<file path="config.mk">
export PLATFORM = sky130hd
export DESIGN_NAME = axi_stream_extract_header
export DESIGN_NICKNAME = d
export VERILOG_FILES = /design/src/rtl/axi_stream_pkg.sv /design/src/rtl/axi_stream_keep_cnt.sv /design/src/rtl/axi_stream_extract_header.sv
export SDC_FILE = /design/constraint.sdc
export NUM_CORES = 1
export LEC_CHECK = 0
export CELL_PAD_IN_SITES_DETAIL_PLACEMENT = 1
export CELL_PAD_IN_SITES_GLOBAL_PLACEMENT = 1
export CORE_ASPECT_RATIO = 1.4
export CORE_MARGIN = 8
export CORE_UTILIZATION = 30
export CTS_BUF_LIST = sky130_fd_sc_hd__clkbuf_8
export DETAILED_ROUTE_END_ITERATION = 8
export PLACE_DENSITY_LB_ADDON = 0.1
export SYNTH_ARGS = -nofsm -noshare
export SYNTH_HDL_FRONTEND = slang
export SYNTH_SLANG_ARGS = --single-unit
</file>
<file path="constraint.sdc">
create_clock -name clk -period 6.25 [get_ports clk]
set_input_delay 1.25 -clock clk [delete_from_list [all_inputs] [get_ports clk]]
set_output_delay 1.25 -clock clk [all_outputs]
set_load 0.005 [all_outputs]
</file>
<file path="src/rtl/axi_stream_pkg.sv">
// Shared types and helpers for the AXI-Stream header insert/extract blocks.
// Keep masks here are MSB-aligned for payload and LSB-aligned for headers.
package axi_stream_pkg;

   localparam int DATA_WD      = 32;
   localparam int DATA_BYTE_WD = DATA_WD / 8;
   localparam int CNT_WD       = $clog2(DATA_BYTE_WD + 1);

   typedef enum logic [1:0] {
      SOP,
      BODY,
      FLUSH
   } state_t;

   function automatic logic [DATA_BYTE_WD-1:0] keep_msb(
      input logic [CNT_WD-1:0] cnt
   );
      logic [DATA_BYTE_WD-1:0] k;
      for (int i = 0; i < DATA_BYTE_WD; i++)
         k[DATA_BYTE_WD-1-i] = (i < int'(cnt));
      return k;
   endfunction

   function automatic logic [DATA_BYTE_WD-1:0] keep_lsb(
      input logic [CNT_WD-1:0] cnt
   );
      logic [DATA_BYTE_WD-1:0] k;
      for (int i = 0; i < DATA_BYTE_WD; i++)
         k[i] = (i < int'(cnt));
      return k;
   endfunction

endpackage

</file>
<file path="src/rtl/axi_stream_keep_cnt.sv">
// MSB-aligned contiguous keep mask to byte count.
// Contiguity lets a plain popcount stand in for a leading-ones scan.
module axi_stream_keep_cnt #(
   parameter int DATA_BYTE_WD = axi_stream_pkg::DATA_BYTE_WD,
   parameter int CNT_WD       = $clog2(DATA_BYTE_WD + 1)
) (
   input  logic [DATA_BYTE_WD-1:0] keep,
   output logic [CNT_WD-1:0]       cnt
);

   // count set keep bits
   always_comb begin
      cnt = '0;
      for (int i = 0; i < DATA_BYTE_WD; i++)
         cnt = cnt + CNT_WD'(keep[i]);
   end

endmodule

</file>
<file path="src/rtl/axi_stream_extract_header.sv">
// Splits a prepended header off an AXI-Stream packet and realigns the
// remaining payload onto MSB-first beats through one registered stage.
module axi_stream_extract_header #(
   parameter int DATA_WD      = axi_stream_pkg::DATA_WD,
   parameter int DATA_BYTE_WD = DATA_WD / 8,
   parameter int CNT_WD       = $clog2(DATA_BYTE_WD + 1)
) (
   input  logic                    clk,
   input  logic                    rst,
   input  logic                    valid_in,
   input  logic [DATA_WD-1:0]      data_in,
   input  logic [DATA_BYTE_WD-1:0] keep_in,
   input  logic                    last_in,
   output logic                    ready_in,
   input  logic [CNT_WD-1:0]       hdr_len_in,
   output logic                    valid_hdr,
   output logic [DATA_WD-1:0]      header_out,
   output logic [DATA_BYTE_WD-1:0] keep_hdr,
   input  logic                    ready_hdr,
   output logic                    valid_out,
   output logic [DATA_WD-1:0]      data_out,
   output logic [DATA_BYTE_WD-1:0] keep_out,
   output logic                    last_out,
   input  logic                    ready_out
);
   import axi_stream_pkg::*;

   localparam logic [CNT_WD-1:0] FULL = CNT_WD'(DATA_BYTE_WD);
   localparam logic [CNT_WD:0]   FULLX = (CNT_WD+1)'(DATA_BYTE_WD);

   state_t                  state, state_d;
   logic [DATA_WD-1:0]      res_data, res_data_d;
   logic [CNT_WD-1:0]       res_cnt, res_cnt_d;
   logic                    valid_out_d, last_out_d;
   logic [DATA_WD-1:0]      data_out_d;
   logic [DATA_BYTE_WD-1:0] keep_out_d;
   logic                    valid_hdr_d;
   logic [DATA_WD-1:0]      header_d;
   logic [DATA_BYTE_WD-1:0] keep_hdr_d;

   logic [CNT_WD-1:0]       in_cnt, hdr_n, hdr_take;
   logic [CNT_WD:0]         sum;
   logic [DATA_WD-1:0]      data_m;
   logic                    out_free, hdr_free, in_fire;

   axi_stream_keep_cnt #(
      .DATA_BYTE_WD(DATA_BYTE_WD),
      .CNT_WD      (CNT_WD)
   ) u_keep_cnt (
      .keep(keep_in),
      .cnt (in_cnt)
   );

   assign out_free = !valid_out || ready_out;
   assign hdr_free = !valid_hdr || ready_hdr;
   assign ready_in = !rst && (state != FLUSH) && out_free &&
                     (state != SOP || hdr_free);
   assign in_fire  = valid_in && ready_in;
   assign hdr_n    = (int'(hdr_len_in) > DATA_BYTE_WD) ? FULL : hdr_len_in;
   assign hdr_take = (in_cnt < hdr_n) ? in_cnt : hdr_n;
   assign sum      = {1'b0, res_cnt} + {1'b0, in_cnt};

   // zero bytes outside keep so stale lanes never leak into outputs
   always_comb begin
      data_m = '0;
      for (int b = 0; b < DATA_BYTE_WD; b++)
         if (keep_in[b])
            data_m[8*b +: 8] = data_in[8*b +: 8];
   end

   // next-state, residue and output-register loads
   always_comb begin
      state_d     = state;
      res_data_d  = res_data;
      res_cnt_d   = res_cnt;
      valid_out_d = valid_out && !ready_out;
      data_out_d  = data_out;
      keep_out_d  = keep_out;
      last_out_d  = last_out;
      valid_hdr_d = valid_hdr && !ready_hdr;
      header_d    = header_out;
      keep_hdr_d  = keep_hdr;
      unique case (state)
         SOP: begin
            if (in_fire) begin
               if (hdr_n != '0) begin
                  valid_hdr_d = 1'b1;
                  header_d    = data_m >>
                     (8 * (DATA_BYTE_WD - int'(hdr_take)));
                  keep_hdr_d  = keep_lsb(hdr_take);
               end
               if (!last_in) begin
                  state_d = BODY;
                  if (hdr_n == '0) begin
                     valid_out_d = 1'b1;
                     data_out_d  = data_m;
                     keep_out_d  = keep_in;
                     last_out_d  = 1'b0;
                     res_data_d  = '0;
                     res_cnt_d   = '0;
                  end else begin
                     res_data_d = data_m << (8 * int'(hdr_n));
                     res_cnt_d  = FULL - hdr_n;
                  end
               end else if (in_cnt > hdr_n) begin
                  valid_out_d = 1'b1;
                  data_out_d  = data_m << (8 * int'(hdr_n));
                  keep_out_d  = keep_msb(in_cnt - hdr_n);
                  last_out_d  = 1'b1;
               end
            end
         end
         BODY: begin
            if (in_fire) begin
               valid_out_d = 1'b1;
               data_out_d  = res_data | (data_m >> (8 * int'(res_cnt)));
               res_data_d  = data_m <<
                  (8 * (DATA_BYTE_WD - int'(res_cnt)));
               if (!last_in) begin
                  keep_out_d = keep_msb(FULL);
                  last_out_d = 1'b0;
               end else if (sum <= FULLX) begin
                  keep_out_d = keep_msb(CNT_WD'(sum));
                  last_out_d = 1'b1;
                  res_data_d = '0;
                  state_d    = SOP;
               end else begin
                  keep_out_d = keep_msb(FULL);
                  last_out_d = 1'b0;
                  res_cnt_d  = CNT_WD'(sum - FULLX);
                  state_d    = FLUSH;
               end
            end
         end
         FLUSH: begin
            if (out_free) begin
               valid_out_d = 1'b1;
               data_out_d  = res_data;
               keep_out_d  = keep_msb(res_cnt);
               last_out_d  = 1'b1;
               res_data_d  = '0;
               state_d     = SOP;
            end
         end
         default: state_d = SOP;
      endcase
   end

   // register state, residue and both output channels
   always_ff @(posedge clk) begin
      if (rst) begin
         state      <= SOP;
         res_data   <= '0;
         res_cnt    <= '0;
         valid_out  <= 1'b0;
         data_out   <= '0;
         keep_out   <= '0;
         last_out   <= 1'b0;
         valid_hdr  <= 1'b0;
         header_out <= '0;
         keep_hdr   <= '0;
      end else begin
         state      <= state_d;
         res_data   <= res_data_d;
         res_cnt    <= res_cnt_d;
         valid_out  <= valid_out_d;
         data_out   <= data_out_d;
         keep_out   <= keep_out_d;
         last_out   <= last_out_d;
         valid_hdr  <= valid_hdr_d;
         header_out <= header_d;
         keep_hdr   <= keep_hdr_d;
      end
   end

endmodule

</file>
==> impl_metrics.yaml, run 1 <==
outcome:
  status: "complete, no violations"
routing:
  met3_length_um: 1672
  wirelength_um: 37110
  post-route-drc-count: 0
  num_vias: 8694
  top_layer_used: "met4"
  wl_met2_um: 18160
  firstDrtPassIters: 6
  drtAntennaViolNets: 0
  drt_iter0_drc: 655
  wire_per_inst_um: 25.74
  via_per_inst: 6.029
  m1WireLength_um: 15420
setup_path:
  slowest_delay_ns: 0.59
  cp_slowest_cell: "clkdlybuf4s50_1"
  crit_type: "input port to register"
  arrival_ns: 5.65
  critical_path_required_ns: 6.64
  cp_cell_sequence: "clkdlybuf4s50_1 > inv_1 > fa_1 > inv_1 > ha_1 > ha_1 > and2b_1 > o21ai_0 > mux2i_1 > mux2i_1 > inv_1 > ha_1 > xnor2_4 > nand4_1 > o21ai_0 > and2_1"
  start_kind: "input port"
  cp_max_fo: 12
  critPathCaptureType: "register"
synthesis:
  yosys_warnings: 0
  avgSynthCellArea_um2: 7.399
  async_flop_share_pct: 0
  yosysSeqAreaShare_pct: 28.81
  syn_area_um2: 7784
  yosys.area.top_type: "dfxtp_1"
  synthFlopType: "dfxtp_1"
  syn_nets: 1114
  synth_seq_cells: 112
  synth_top_area_share_pct: 28.81
  synthCells: 1052
  ys_top_cells_by_area: "dfxtp_1 (29%), o21ai_0 (9.1%), a21oi_1 (6.9%)"
  synth-edff-count: 0
  ys_types: 81
power:
  switching_power_w: 0.0009324
  power_density_nw_per_um2: 242.9
  vdd_drop_max_mv: 0.1245
  p_int_w: 0.001330
  comb_power_share_pct: 40.8
  clkPwrFrac_pct: 21.3
  swShare_pct: 41.21
  p_seq_share_pct: 37.9
  leakagePower_nw: 3.325
timing:
  fmax_ghz: 0.1899
  drv_slew: 0
  period_share_pct: 84.24
  clock_skew_ns: 0.03068
  timing.final.hold_violations: 0
  rsz0062_at_grt: "false"
  whs_ns: 0.4586
  relSlewSlack_pct: 22.22
  period_needed_ns: 5.265
  tightestPinTransition_ns: 1.162
  fin_tns_setup_ns: 0
  setup_viol: 0
floorplan:
  die_x_um: 152.1
  core-area_um2: 25840
  dieArea_um2: 31430
  ioPinCount: 121
  start_util_pct: 30.13
  fp.dieH_um: 206.6
  rows: 70
min_path:
  hold_path.class: "register to register"
global_route:
  grt_max_degree: 85
  grt_antenna_before_repair: 0
  grtUsageTotal_pct: 23.21
  grt_pass1_wl_um: 55720
  grt-ovfl-total: 0
  grt_pass1_vias: 8822
cells_and_area:
  post_route_cells_drive_above_1_share_pct: 6.530
  nets: 1175
  nFillCells: 3176
  area_growth_pct: 19.68
  antennaDiodeCount: 0
placed_design:
  dp_hpwl_um: 27150
  portBuffers: 120
  routabilityCongestion: 0.9014
cts:
  cts.htree.levels: 3
  cts.sinks: 112
  hold_buffers: 0
  cts-root-buf: "clkbuf_8"
  cts_tree: "built"
  cts_buffers: 9
  cts_resized: 0
  clkTransAtPathRegs_ns: 0.13
  clock_latency_ns: 0.44
  post-cts-setup-buffer-count: 0
  cts_buffer_depth: 2
job:
  cap_violations: 0
-- logic make-up after synthesis --
kind of cell	count (synthesis)	synth area share, %
XOR/XNOR	5	0.9967
buffers and inverters	128	7.378
flip-flops	112	28.81
adder cells (fa/ha/maj)	17	3.022
AND/OR/NAND/NOR	310	18.63
AO/OA/AOI/OAI	441	35.99
multiplexers	39	5.176
-- per-stage QoR --
step                setup WS [ns]  cells  total power [W]  cell area [um^2]  util, %
floorplan                   1.175   1052         0.001418              7784        -
global placement           0.6654   1426         0.001783              9119    35.29
detailed placement         0.5717   1426         0.001789              9119    35.29
CTS                         1.017   1442         0.002275              9315    36.05
global route               0.6382   1442         0.002384              9315    36.05
finish                     0.9852   1442         0.002263              9315    36.05
-- Yosys cell counts (6+ instances only) --
master / number
mux2i_1: 29
o21ai_0: 141
a22oi_1: 9
o221ai_1: 7
a31oi_1: 14
a221o_1: 11
o21ai_1: 31
o22ai_1: 30
nand3_1: 51
a32oi_1: 8
o211ai_1: 13
a22o_1: 11
ha_1: 14
clkbuf_1: 53
a21oi_1: 107
nand2b_1: 8
dfxtp_1: 112
nor2_1: 101
and2_1: 6
nand2_1: 95
nor2b_1: 10
o22a_1: 8
inv_1: 33
a222oi_1: 9
mux2_1: 6
buf_2: 24
buf_6: 7
nand3b_1: 8
-- registers in the layout, indices dropped and copies added, names as in the netlist --
signal and flops:
keep_hdr 4, res_cnt 3, keep_out 4, last_out 1, valid_hdr 1, header_out 32, data_out 32, valid_out 1
state 2, res_data 32
-- placed cells by master (no fill, tap or decap), types with 10 or more instances in the layout --
master,synthesis,routed
a21oi_1,107,107
a221o_1,11,11
a22o_1,11,11
a31oi_1,14,14
buf_4,3,22
clkbuf_8,0,10
clkdlybuf4s50_1,0,120
dfxtp_1,112,111
ha_1,14,14
inv_1,33,33
mux2i_1,29,29
nand2_1,95,95
nand3_1,51,51
nor2_1,101,101
nor2b_1,10,10
o211ai_1,13,13
o21ai_0,141,141
o21ai_1,31,31
o22ai_1,30,30
-- worst paths after layout --
| check | from | end | slack (ns) | cells after the start |
|---|---|---|---|---|
| max | keep_in[2] | header_out[19] | 0.99 | 16 |
| min | res_data[4] | res_data[4] | 0.46 | 2 |
| max reg2reg | res_cnt[0] | res_data[19] | 2.63 | 10 |
| min reg2reg | res_data[4] | res_data[4] | 0.46 | 2 |
-- power by group through the flow --
stage	Sequential (W)	Clock (W)	Combinational (W)
2_1_floorplan	0.000868	0	0.000550
4_1_cts	0.000858	0.000496	0.000922
5_1_grt	0.000869	0.000516	0.000999
6_report	0.000857	0.000482	0.000924
3_3_place_gp	0.000872	0	0.000911
3_5_place_dp	0.000873	0	0.000916
-- final cells by class --
cell class | instances | area, um^2 | area share, %
Clock buffer | 10 | 137.6 | 1.478
Tap cell | 324 | 405.4 | 4.352
Sequential cell | 112 | 2243 | 24.08
Inverter | 36 | 135.1 | 1.451
Timing Repair Buffer | 142 | 1366 | 14.67
Clock inverter | 6 | 58.81 | 0.6313
Multi-Input combinational cell | 812 | 4969 | 53.34
-- layer usage --
layer  vias up  GRT usage (%)
met1      4351          27.21
met2       276          40.30
met4         0          12.92
met5         -              0
met3        91          3.521
li1       3976              -
-- critical path, delay by kind of cell --
family          cells  cell delay [ns]
fa+ha+maj           4             1.28
compound gates      2             0.49
xor+xnor            1             0.21
simple gates        3             0.94
mux                 2             0.59
buf+inv             4             0.89
No activity file was read; power rests on OpenSTA's default activity.
==> run 2: changes to the inputs <==
clock period = 5.2 ns   (was 6.25 ns; I/O delays follow)
==> run 2 against run 1 <==
  * Power is 23% higher
  * Die area stayed put
  * Combinational power is 21% higher
  * Critical path type unchanged
  * Setup slack worse by 0.41 ns
==> impl_metrics.yaml, run 2 (synthesized netlist as in run 1, its figures left out) <==
power:
  p_int_w: 0.001667
  power_density_nw_per_um2: 294.1
  comb_power_share_pct: 40.3
  vdd_drop_max_mv: 0.1510
  p_seq_share_pct: 37.2
  power_w: 0.002778
  clkPwrFrac_pct: 22.5
  leakagePower_nw: 3.408
  swShare_pct: 40.01
  switching_power_w: 0.001112
cts:
  hold_buffers: 0
  cts.sinks: 112
  cts_tree: "built"
  cts_buffers: 9
  cts_buffer_depth: 2
  cts.htree.levels: 3
  cts-root-buf: "clkbuf_8"
  post-cts-setup-buffer-count: 0
  cts_resized: 0
  clkTransAtPathRegs_ns: 0.12
  clock_latency_ns: 0.44
setup_path:
  cpLargestDelayFamily: "adder cells"
  start_kind: "input port"
  crit_start: "keep_in[2]"
  cp_slowest_cell: "clkdlybuf4s50_1"
  cp_max_fo: 8
  path_depth: 16
  crit_type: "input port to register"
  crit_end: "header_out[31]"
  slowest_delay_ns: 0.59
  critPathCaptureType: "register"
  reg2regPathDepth: 8
  reg2reg_slack_ns: 1.64
  critical_path_required_ns: 5.56
  cp_cell_sequence: "clkdlybuf4s50_1 > inv_1 > fa_1 > inv_1 > ha_1 > ha_1 > and2b_1 > o21ai_0 > mux2i_1 > mux2i_1 > inv_1 > ha_1 > xnor2_4 > nand2_1 > or3_1 > o21ai_1"
  r2r_end: "res_data[1]"
  rr_startpoint: "res_cnt[1]"
  arrival_ns: 4.99
  cp_num_buf_inv: 4
cells_and_area:
  seq_area_um2: 2243
  layout_commonest_cell: "o21ai_0"
  antennaDiodeCount: 0
  nets: 1188
  post_route_cells_drive_above_1_share_pct: 7.604
  nFillCells: 3114
  final_cell_mix: "o21ai_0 (141), clkdlybuf4s50_1 (120), dfxtp_1 (111)"
  area_growth_pct: 21.38
  instances_no_fill: 1455
  largestRegisters: "data_out x32, header_out x32, res_data x32"
  multiInputGateArea_um2: 4969
placed_design:
  routabilityCongestion: 0.8984
  placed_cells: 1439
  dp_hpwl_um: 27600
  portBuffers: 120
timing:
  relSlewSlack_pct: 18.95
  period_needed_ns: 4.628
  setup_viol: 0
  clock_skew_ns: 0.02813
  rsz0062_at_grt: "false"
  drv_slew: 0
  fin_tns_setup_ns: 0
  period_share_pct: 89.01
  timing.final.hold_violations: 0
  tightestPinTransition_ns: 1.211
  fmax_ghz: 0.2161
routing:
  drtAntennaViolNets: 0
  num_vias: 8678
  wire_per_inst_um: 25.45
  firstDrtPassIters: 5
  wirelength_um: 37030
  post-route-drc-count: 0
  drt_iter0_drc: 650
  via_per_inst: 5.964
global_route:
  grt_pass1_vias: 8927
  grt-ovfl-total: 0
  grtUsageTotal_pct: 23.12
  grt_antenna_before_repair: 0
  grt_pass1_wl_um: 55610
  grt_max_degree: 82
floorplan:
  rows: 70
  die_x_um: 152.1
  fp.dieH_um: 206.6
  dieArea_um2: 31430
  ioPinCount: 121
  core-area_um2: 25840
  start_util_pct: 30.13
min_path:
  hold_path.class: "register to register"
job:
  cap_violations: 0
outcome:
  status: "complete, no violations"
[run 2: cell count changes in the layout (fill, tap and decap cells not counted), sizes merged]
cell      delta
buf         +13
inv          +2
clkinv       -2
bufinv       +1
clkinvlp     -1
[run 2: how the worst min path moves through the flow]
stage,from,end,slack (ns),cells past startpoint
floorplan,res_data[4],res_data[4],0.43,2
global placement,res_data[6],res_data[6],0.44,2
detailed placement,res_data[0],res_data[0],0.45,2
CTS,res_data[0],res_data[0],0.46,2
global route,res_data[7],res_data[7],0.48,2
finish,res_data[0],res_data[0],0.46,2
[run 2: cell type report]
type                       instances  share of cell area [%]
tap                              324                   4.291
clock buffer                      10                   1.457
multi-input combinational        812                   52.59
timing repair buffer             155                   15.63
clock inverter                     6                  0.8608
sequential                       112                   23.75
inverter                          36                   1.430
[run 2: power by group through the flow]
| stage | sequential [W] | clock, W | combinational, W |
|---|---|---|---|
| 3_5_place_dp | 0.00105 | 0 | 0.00112 |
| 4_1_cts | 0.00104 | 0.000645 | 0.00112 |
| 2_1_floorplan | 0.00104 | 0 | 0.000661 |
| 3_3_place_gp | 0.00105 | 0 | 0.00111 |
| 5_1_grt | 0.00105 | 0.000673 | 0.00121 |
| 6_report | 0.00103 | 0.000624 | 0.00112 |
[run 2: stage by stage]
| stage | util [%] | hold slack, ns | setup slack [ns] | cell area (um^2) |
|---|---|---|---|---|
| after global placement | 35.72 | 0.4358 | 0.2096 | 9229 |
| final | 36.57 | 0.4576 | 0.5715 | 9448 |
| after floorplan | - | 0.4285 | 0.3354 | 7784 |
| after global routing | 36.57 | 0.4786 | 0.3363 | 9448 |
| after CTS | 36.57 | 0.4618 | 0.5835 | 9448 |
| after detailed placement | 35.72 | 0.4456 | 0.1331 | 9229 |
[run 2: tightest hold or removal path, stage by stage (launching register included)]
cell     delay [ns]
dfxtp_1        0.32
nand2_1        0.05
o21ai_1        0.05
[run 2: per-layer routing]
metal	routed length, um	share of wire, %	vias to the layer above	track usage (%)
met4	1879	5.1	0	13.35
met1	15630	42	4301	27.07
met3	1490	4.0	91	3.104
met5	0	0	-	0
met2	18040	49	268	40.28
li1	-	-	4018	-
